File: src/rtl/bcd_stopwatch_ctrl_if.sv
// Button inputs and display outputs of the BCD stopwatch.
// The master drives the buttons; the slave drives the display.
interface bcd_stopwatch_ctrl_if;
  logic       btn_start;
  logic       btn_clear;
  logic [7:0] hex0;
  logic [7:0] hex1;
  logic       running;
  logic       wrap;

  modport master (
    output btn_start,
    output btn_clear,
    input  hex0,
    input  hex1,
    input  running,
    input  wrap
  );

  modport slave (
    input  btn_start,
    input  btn_clear,
    output hex0,
    output hex1,
    output running,
    output wrap
  );
endinterface

File: src/rtl/bcd_stopwatch_ctrl.sv
// Two-digit BCD stopwatch: debounced start/clear buttons, an
// IDLE/RUN/PAUSE sequencer, a prescaled 00-99 counter and 7-seg decode.
module bcd_stopwatch_ctrl #(
  parameter int TICK_DIV = 5000000,
  parameter int DEB_DIV  = 65536
) (
  input logic                 clk,
  input logic                 rst,
  bcd_stopwatch_ctrl_if.slave bus
);

  localparam int TW = (TICK_DIV > 1) ? $clog2(TICK_DIV) : 1;
  localparam int DW = (DEB_DIV > 1) ? $clog2(DEB_DIV) : 1;
  localparam logic [TW-1:0] TICK_LAST = TW'(TICK_DIV - 1);
  localparam logic [DW-1:0] DEB_LAST  = DW'(DEB_DIV - 1);

  localparam logic [1:0] IDLE  = 2'd0;
  localparam logic [1:0] RUN   = 2'd1;
  localparam logic [1:0] PAUSE = 2'd2;

  logic [1:0]    sync_s_q, sync_c_q;
  logic [DW-1:0] deb_q, deb_d;
  logic          smp_s_q, smp_c_q;
  logic          prv_s_q, prv_c_q;
  logic          stb_q;
  logic          strobe;
  logic          start_evt, clear_evt;

  logic [1:0]    state_q, state_d;
  logic [TW-1:0] pre_q, pre_d;
  logic [3:0]    d0_q, d0_d;
  logic [3:0]    d1_q, d1_d;
  logic          running_q;
  logic          wrap_q, wrap_d;
  logic          tick;

  assign strobe = (deb_q == DEB_LAST);
  assign deb_d  = strobe ? '0 : deb_q + 1'b1;

  // stb_q marks the single cycle in which a fresh sample pair is visible
  assign start_evt = stb_q & prv_s_q & ~smp_s_q;
  assign clear_evt = stb_q & prv_c_q & ~smp_c_q;

  assign tick = (state_q == RUN) && (pre_q == TICK_LAST);

  always_comb begin
    state_d = state_q;
    pre_d   = pre_q;
    d0_d    = d0_q;
    d1_d    = d1_q;
    wrap_d  = 1'b0;
    if (clear_evt) begin
      state_d = IDLE;
      pre_d   = '0;
      d0_d    = 4'd0;
      d1_d    = 4'd0;
    end else begin
      if (state_q == RUN) begin
        pre_d = tick ? '0 : pre_q + 1'b1;
      end
      if (tick) begin
        if (d0_q == 4'd9) begin
          d0_d = 4'd0;
          if (d1_q == 4'd9) begin
            d1_d   = 4'd0;
            wrap_d = 1'b1;
          end else begin
            d1_d = d1_q + 4'd1;
          end
        end else begin
          d0_d = d0_q + 4'd1;
        end
      end
      if (start_evt) begin
        case (state_q)
          IDLE:    state_d = RUN;
          RUN:     state_d = PAUSE;
          PAUSE:   state_d = RUN;
          default: state_d = IDLE;
        endcase
      end
    end
  end

  always_ff @(posedge clk) begin
    if (rst) begin
      sync_s_q  <= 2'b11;
      sync_c_q  <= 2'b11;
      deb_q     <= '0;
      smp_s_q   <= 1'b1;
      smp_c_q   <= 1'b1;
      prv_s_q   <= 1'b1;
      prv_c_q   <= 1'b1;
      stb_q     <= 1'b0;
      state_q   <= IDLE;
      pre_q     <= '0;
      d0_q      <= 4'd0;
      d1_q      <= 4'd0;
      running_q <= 1'b0;
      wrap_q    <= 1'b0;
    end else begin
      sync_s_q  <= {sync_s_q[0], bus.btn_start};
      sync_c_q  <= {sync_c_q[0], bus.btn_clear};
      deb_q     <= deb_d;
      stb_q     <= strobe;
      if (strobe) begin
        smp_s_q <= sync_s_q[1];
        smp_c_q <= sync_c_q[1];
        prv_s_q <= smp_s_q;
        prv_c_q <= smp_c_q;
      end
      state_q   <= state_d;
      pre_q     <= pre_d;
      d0_q      <= d0_d;
      d1_q      <= d1_d;
      running_q <= (state_d == RUN);
      wrap_q    <= wrap_d;
    end
  end

  function automatic logic [7:0] seg7(input logic [3:0] d);
    case (d)
      4'd0:    seg7 = 8'hC0;
      4'd1:    seg7 = 8'hF9;
      4'd2:    seg7 = 8'hA4;
      4'd3:    seg7 = 8'hB0;
      4'd4:    seg7 = 8'h99;
      4'd5:    seg7 = 8'h92;
      4'd6:    seg7 = 8'h82;
      4'd7:    seg7 = 8'hF8;
      4'd8:    seg7 = 8'h80;
      4'd9:    seg7 = 8'h98;
      default: seg7 = 8'hFF;
    endcase
  endfunction

  assign bus.hex0    = seg7(d0_q);
  assign bus.hex1    = seg7(d1_q);
  assign bus.running = running_q;
  assign bus.wrap    = wrap_q;

endmodule

File: src/flat_wrapper.sv
// flat-port wrapper written by rule: the top's interface ports become plain ports
module bcd_stopwatch_ctrl_flat 
#(
  parameter int TICK_DIV = 5000000,
  parameter int DEB_DIV  = 65536
)
  (clk, rst, bus_btn_start, bus_btn_clear, bus_hex0, bus_hex1, bus_running, bus_wrap);
  bcd_stopwatch_ctrl_if bus_i ();
  input logic clk;
  input logic rst;
  input wire logic [$bits(bus_i.btn_start)-1:0] bus_btn_start;
  input wire logic [$bits(bus_i.btn_clear)-1:0] bus_btn_clear;
  output wire logic [$bits(bus_i.hex0)-1:0] bus_hex0;
  output wire logic [$bits(bus_i.hex1)-1:0] bus_hex1;
  output wire logic [$bits(bus_i.running)-1:0] bus_running;
  output wire logic [$bits(bus_i.wrap)-1:0] bus_wrap;
  assign bus_i.btn_start = bus_btn_start;
  assign bus_i.btn_clear = bus_btn_clear;
  assign bus_hex0 = bus_i.hex0;
  assign bus_hex1 = bus_i.hex1;
  assign bus_running = bus_i.running;
  assign bus_wrap = bus_i.wrap;
  bcd_stopwatch_ctrl #(.TICK_DIV(TICK_DIV), .DEB_DIV(DEB_DIV)) u_core (.clk(clk), .rst(rst), .bus(bus_i));
endmodule
File: config.mk
export PLATFORM = sky130hd
export DESIGN_NAME = bcd_stopwatch_ctrl_flat
export DESIGN_NICKNAME = d
export VERILOG_FILES = /design/src/rtl/bcd_stopwatch_ctrl_if.sv /design/src/rtl/bcd_stopwatch_ctrl.sv /design/src/flat_wrapper.sv
export SDC_FILE = /design/constraint.sdc
export NUM_CORES = 1
export LEC_CHECK = 0
export CORE_ASPECT_RATIO = 0.5
export CORE_MARGIN = 3
export CORE_UTILIZATION = 59
export DETAILED_ROUTE_END_ITERATION = 7
export HOLD_SLACK_MARGIN = 0.15
export MAX_ROUTING_LAYER = met4
export PLACE_DENSITY = 0.77
export SYNTH_ARGS = -nofsm -noshare
export SYNTH_HDL_FRONTEND = slang
export SYNTH_SLANG_ARGS = --single-unit
File: constraint.sdc
create_clock -name clk -period 3 [get_ports clk]
set_input_delay 0.75 -clock clk [delete_from_list [all_inputs] [get_ports clk]]
set_output_delay 0.75 -clock clk [all_outputs]
set_load 0.03 [all_outputs]
==> results.py, run 1 <==
metrics = {
    "placement": {
        "pre_cts_ws_ns": 0.188,
        "hpwl_mm": 4.99,
        "placed_area_um2": 3780,
        "gp_congestion": 0.927,
        "portBuffers": 19,
        "post-place-cells": 490,
    },
    "final_layout": {
        "final_cell_area_um2": 4090,
        "num_antenna_cells": 0,
        "regArea_um2": 1480,
        "fillers": 436,
        "layout.cells.non_filler": 505,
        "multi_input_area_um2": 1900,
        "layout.nets": 444,
        "fin_util_pct": 72.8,
        "drive_gt1_share_pct": 9.49,
        "area_delta_synth_final_pct": 16.6,
    },
    "global_route": {
        "antenna_found_initial": 0,
        "grt_max_degree": 22,
        "grt_pass1_wl_mm": 12.0,
        "track_usage_pct": 22.6,
        "grt_pass1_vias": 2563,
        "grt-ovfl-total": 0,
    },
    "timing": {
        "final-hold-violation-count": 0,
        "fmax_mhz": 357,
        "clock_skew_ns": 0.00632,
        "worstMarginPinSlew_ns": 0.686,
        "setup_viol": 0,
        "period_needed_ns": 2.80,
        "maxSlewViolCount": 0,
        "rsz0062_at_grt": "no",
        "slew_headroom_pct": 53.9,
        "fin_ws_ns": 0.200,
        "finalCritPeriodShare_pct": 93.3,
        "tns_ns": 0,
    },
    "critical_path": {
        "crit_path_max_fanout": 4,
        "setup.worst_path.end_class": "flop",
        "cp_num_buf_inv": 1,
        "crit_type": "flop to flop",
        "crit_arrival_ns": 3.00,
        "crit_path_start_kind": "flop",
        "crit_slowest_cell": "or4_4",
        "required_ns": 3.20,
        "crit_chain": "nor4b_2 > nand4b_1 > or4_4 > xor2_2 > nor2_2 > inv_1 > ha_1 > nor4_1 > a211oi_1",
        "max_stage_delay_ns": 0.57,
        "crit_family": "simple AND/OR/NAND/NOR gates",
    },
    "drt": {
        "vias_per_cell": 5.75,
        "drc": 0,
        "drtAntennaViolNets": 0,
        "first_pass_iters": 5,
        "drt_iter0_markers": 245,
        "finalWirelength_mm": 7.02,
        "routedWlPerCell_um": 13.9,
        "vias": 2905,
    },
    "floorplanning": {
        "die_area_um2": 6950,
        "die_w_um": 115,
        "num_rows": 19,
        "ios": 22,
        "core-area_um2": 5610,
        "initial_core_util_pct": 62.4,
        "die_y_um": 60.5,
    },
    "clocking": {
        "cts.sinks": 74,
        "hold_buffers": 0,
        "ctsRootBufferMaster": "clkbuf_16",
        "post_cts_buffers": 0,
        "cts_buffers": 9,
        "tritoncts": "yes",
        "clk_latency_ns": 0.33,
        "clkTransAtPathRegs_ns": 0.06,
        "cts.path.max_buffers": 2,
        "htreeDepth": 3,
    },
    "synth": {
        "ys.flop_type": "dfxtp_1",
        "ys_seq_area_share_pct": 42.3,
        "synthMostInstantiatedCell": "dfxtp_1",
        "syn_avg_cell_area_um2": 8.67,
        "synthCells": 404,
        "synth-edff-count": 0,
        "ys_warn_count": 0,
        "async_flop_share_pct": 0,
        "synthTopCellsByArea": "dfxtp_1 (42%), nor2_1 (6.9%), xor2_1 (5.3%)",
        "synth_commonest_cells": "dfxtp_1 (74), nor2_1 (64), nand2_1 (28)",
        "yosys.area.top_type": "dfxtp_1",
        "synth_top_area_share_pct": 42.3,
        "yosys_register_bits": 74,
        "syn_area_um2": 3500,
        "ys_types": 60,
    },
    "power_and_ir_drop": {
        "power_density_nw_per_um2": 507,
        "p_leak_nw": 1.56,
        "ir_drop_v": 0.000417,
    },
    "status": {
        "status": "finished, final reports clean",
    },
    "run": {
        "drv_cap": 0,
    },
    "hold_path": {
        "worstHoldPathType": "flop to flop",
    },
}
placed cells by master (no fill, tap or decap), drive strengths merged, types with 3 or more instances in the layout:
| cell | synthesis | routed |
|---|---|---|
| buf | 7 | 10 |
| or2 | 5 | 5 |
| a21oi | 20 | 20 |
| nor3 | 6 | 6 |
| or3 | 5 | 5 |
| nand2b | 3 | 3 |
| o31ai | 4 | 4 |
| nor2 | 64 | 64 |
| and4bb | 3 | 3 |
| nand2 | 28 | 28 |
| nor4 | 7 | 7 |
| nand4b | 3 | 3 |
| o21ai | 16 | 16 |
| nand4 | 6 | 6 |
| clkinv | 1 | 3 |
| and4 | 3 | 3 |
| dfxtp | 74 | 74 |
| nor2b | 9 | 9 |
| inv | 14 | 15 |
| and3 | 12 | 12 |
| nand3 | 13 | 13 |
| clkbuf | 10 | 9 |
| o21a | 3 | 3 |
| nand3b | 3 | 3 |
| clkdlybuf4s50 | 0 | 19 |
| xor2 | 21 | 21 |
| mux2i | 4 | 4 |
| ha | 12 | 12 |
| a211o | 3 | 3 |
| xnor2 | 14 | 14 |
flip-flops by register name, indices dropped and copies added (netlist names), 2 cells and up:
register         count
u_core.state_q       2
u_core.bus.hex0      7
u_core.sync_s_q      2
u_core.bus.hex1      7
u_core.pre_q        23
u_core.deb_q        16
u_core.sync_c_q      2
u_core.d0_q          4
u_core.d1_q          4
path summary, 6_finish.rpt:
| check | endpoint | from | cells after the start | slack [ns] |
|---|---|---|---|---|
| setup / recovery | u_core.bus.hex1[3]$_DFF_P_ | u_core.pre_q[15]$_SDFFE_PP0N_ | 9 | 0.20 |
| hold / removal | u_core.sync_c_q[1]$_SDFF_PP1_ | u_core.sync_c_q[0]$_SDFF_PP1_ | 1 | 0.41 |
| setup reg to reg | u_core.bus.hex1[3]$_DFF_P_ | u_core.pre_q[15]$_SDFFE_PP0N_ | 9 | 0.20 |
| hold reg to reg | u_core.sync_c_q[1]$_SDFF_PP1_ | u_core.sync_c_q[0]$_SDFF_PP1_ | 1 | 0.41 |
cell type report:
class / instances / area share [%]
flip-flops and latches: 74 / 36.3
clock inverters: 6 / 1.65
well taps: 73 / 2.24
inverters: 15 / 1.38
repair buffers: 29 / 6.49
multi-input cells: 299 / 46.5
clock buffers: 9 / 5.51
stage by stage:
stage | total power [mW] | hold WS, ns
5_1_grt | 2.14 | 0.429
4_1_cts | 2.09 | 0.410
2_1_floorplan | 1.04 | 0.389
3_3_place_gp | 1.05 | 0.393
3_5_place_dp | 1.05 | 0.396
6_report | 2.07 | 0.408
cell families after synthesis:
logic type	count (synthesis)	synth area share [%]
buffers and inverters	32	3.89
adders and majority gates	12	4.29
and+or+nand+nor	178	26.9
DFF	74	42.3
xor gates and xnor gates	35	8.75
muxes	4	1.14
other	1	0.107
AOI/OAI and AO/OA	68	12.6
worst register-to-register path: cells and delay by family, from the launching register on:
kind | cells | cell delay, ns
AOI/OAI and AO/OA | 1 | 0.08
xor gates and xnor gates | 1 | 0.18
adders and majority gates | 1 | 0.30
buffers and inverters | 1 | 0.10
DFF | 1 | 0.35
and+or+nand+nor | 5 | 1.67
per-layer routing:
| layer | share of wire (%) | global-route usage, % | up-vias |
|---|---|---|---|
| met5 | 0 | - | - |
| met4 | 0.93 | 6.69 | 0 |
| met3 | 6.7 | 7.27 | 12 |
| met2 | 45 | 35.7 | 101 |
| met1 | 47 | 28.0 | 1346 |
| li1 | - | - | 1446 |
repair_timing:
action                                  CTS  global route
endpoints found under the hold margin     0             0
endpoints found under the setup margin    0             1
resized for setup                         0             2
where the power goes:
group,switching (mW),internal (mW),leakage (nW)
sequential,0.00336,0.989,0.598
clock,0.400,0.641,0.138
combinational,0.0256,0.0138,0.829
Power figures use the tool's default switching activity.
==> run 2: changes to the inputs <==
RECOVER_POWER = 25   (was not set)
==> run 2 against run 1 <==
Combinational power decreased by 5%. Power about the same. Critical path depth unchanged. Die area unchanged. Cell area decreased by 0.28%. Wire length decreased by 0.24%. Via count decreased by 0.83%. Global-route usage unchanged. Clock skew increased by 0.00059 ns. Final cell count unchanged. Utilization decreased by 0.20 points. Largest cell class unchanged.
==> results.py, run 2 (synthesis gave the netlist of run 1 again) <==
metrics = {
    "status": {
        "status": "finished, final reports clean",
    },
    "global_route": {
        "track_usage_pct": 22.6,
        "antenna_found_initial": 0,
        "grt_pass1_vias": 2563,
        "grt-ovfl-total": 0,
        "grt_pass1_wl_mm": 12.0,
        "grt_max_degree": 22,
    },
    "final_layout": {
        "final_cell_area_um2": 4080,
        "multi_input_area_um2": 1900,
        "layout_commonest_cell": "dfxtp_1",
        "drive_gt1_share_pct": 8.56,
        "num_antenna_cells": 0,
        "regArea_um2": 1480,
        "largest_register_ffs": 23,
        "layout.cells.non_filler": 505,
        "reg_top3": "u_core.pre_q x23, u_core.deb_q x16",
        "layout.nets": 444,
        "mostFrequentLayoutCells": "dfxtp_1 (74), nor2_1 (63), nand2_1 (28)",
        "fin_util_pct": 72.6,
        "fillers": 438,
        "top_register": "u_core.pre_q",
        "area_delta_synth_final_pct": 16.3,
    },
    "floorplanning": {
        "ios": 22,
        "die_area_um2": 6950,
        "die_w_um": 115,
        "die_y_um": 60.5,
        "initial_core_util_pct": 62.4,
        "core-area_um2": 5610,
        "num_rows": 19,
    },
    "run": {
        "drv_cap": 0,
    },
    "drt": {
        "vias_per_cell": 5.70,
        "drtAntennaViolNets": 0,
        "drc": 0,
        "routedWlPerCell_um": 13.9,
        "finalWirelength_mm": 7.00,
        "first_pass_iters": 5,
        "vias": 2881,
        "drt_iter0_markers": 256,
    },
    "critical_path": {
        "max_stage_delay_ns": 0.57,
        "crit_chain": "nor4b_2 > nand4b_1 > or4_4 > xor2_2 > nor2_2 > inv_1 > ha_1 > nor4_1 > a211oi_1",
        "crit_slowest_cell": "or4_4",
        "crit_path_start_kind": "flop",
        "crit_arrival_ns": 3.01,
        "crit_type": "flop to flop",
        "required_ns": 3.20,
        "setup.worst_path.end_class": "flop",
        "crit_path_max_fanout": 4,
    },
    "hold_path": {
        "worstHoldPathType": "flop to flop",
    },
    "timing": {
        "slew_headroom_pct": 53.2,
        "setup_viol": 0,
        "fmax_mhz": 357,
        "finalCritPeriodShare_pct": 93.5,
        "maxSlewViolCount": 0,
        "final-hold-violation-count": 0,
        "clock_skew_ns": 0.00690,
        "tns_ns": 0,
        "rsz0062_at_grt": "no",
        "fin_ws_ns": 0.196,
        "period_needed_ns": 2.80,
        "worstMarginPinSlew_ns": 0.700,
    },
    "clocking": {
        "cts_buffers": 9,
        "tritoncts": "yes",
        "clk_latency_ns": 0.33,
        "cts.sinks": 74,
        "clkTransAtPathRegs_ns": 0.06,
        "htreeDepth": 3,
        "cts.path.max_buffers": 2,
        "ctsRootBufferMaster": "clkbuf_16",
    },
    "placement": {
        "pre_cts_ws_ns": 0.188,
        "portBuffers": 19,
        "gp_congestion": 0.927,
        "placed_area_um2": 3780,
        "hpwl_mm": 4.99,
        "post-place-cells": 490,
    },
    "power_and_ir_drop": {
        "p_leak_nw": 1.56,
        "power_density_nw_per_um2": 509,
        "ir_drop_v": 0.000416,
    },
}
run 2: changes by cell type in the layout (fill, tap and decap cells not counted), sizes merged:
cell	change
buf	-3
clkbuf	+3
clkdlybuf4s50	-3
dlygate4sd3	+3
run 2: power by group:
part           switching, mW  internal (mW)
Clock                  0.403          0.641
Sequential           0.00337          0.989
Combinational         0.0255         0.0122
Total                  0.431           1.64
run 2: final timing paths:
check / to / depth (start not counted) / start / slack [ns]
worst max register to register: u_core.bus.hex1[3]$_DFF_P_ / 9 / u_core.pre_q[15]$_SDFFE_PP0N_ / 0.20
worst min register to register: u_core.sync_c_q[1]$_SDFF_PP1_ / 1 / u_core.sync_c_q[0]$_SDFF_PP1_ / 0.41
worst min-delay path: u_core.sync_c_q[1]$_SDFF_PP1_ / 1 / u_core.sync_c_q[0]$_SDFF_PP1_ / 0.41
worst max-delay path: u_core.bus.hex1[3]$_DFF_P_ / 9 / u_core.pre_q[15]$_SDFFE_PP0N_ / 0.20
run 2: final cells by class:
class / instances / area share, %
repair buffers: 29 / 6.23
flip-flops and latches: 74 / 36.4
clock inverters: 6 / 1.66
clock buffers: 9 / 5.53
inverters: 15 / 1.38
multi-input cells: 299 / 46.6
well taps: 73 / 2.24
run 2: critical path: cells and delay by family, from the launching register on:
family	cells	cell delay, ns
flops	1	0.35
fa+ha+maj	1	0.30
buf+inv	1	0.10
xor+xnor	1	0.18
compound gates	1	0.08
simple gates	5	1.67
run 2: layer usage:
layer	track usage (%)	part of all wire (%)
met3	7.27	5.8
met4	6.69	1.1
met5	-	0
met2	35.7	45
met1	28.0	48
run 2: timing repair:
action / 4_1_cts / 5_1_grt
gates resized for setup: 0 / 2
endpoints found under the hold margin: 0 / 0
setup endpoints to repair: 0 / 1
hold buffers: 0 / 0
buffers inserted: 0 / 0
run 2: stage by stage:
stage	hold slack, ns	power, mW
6_report	0.408	2.07
5_1_grt	0.429	2.14
4_1_cts	0.410	2.09
3_5_place_dp	0.396	1.05
3_3_place_gp	0.393	1.05
2_1_floorplan	0.389	1.04
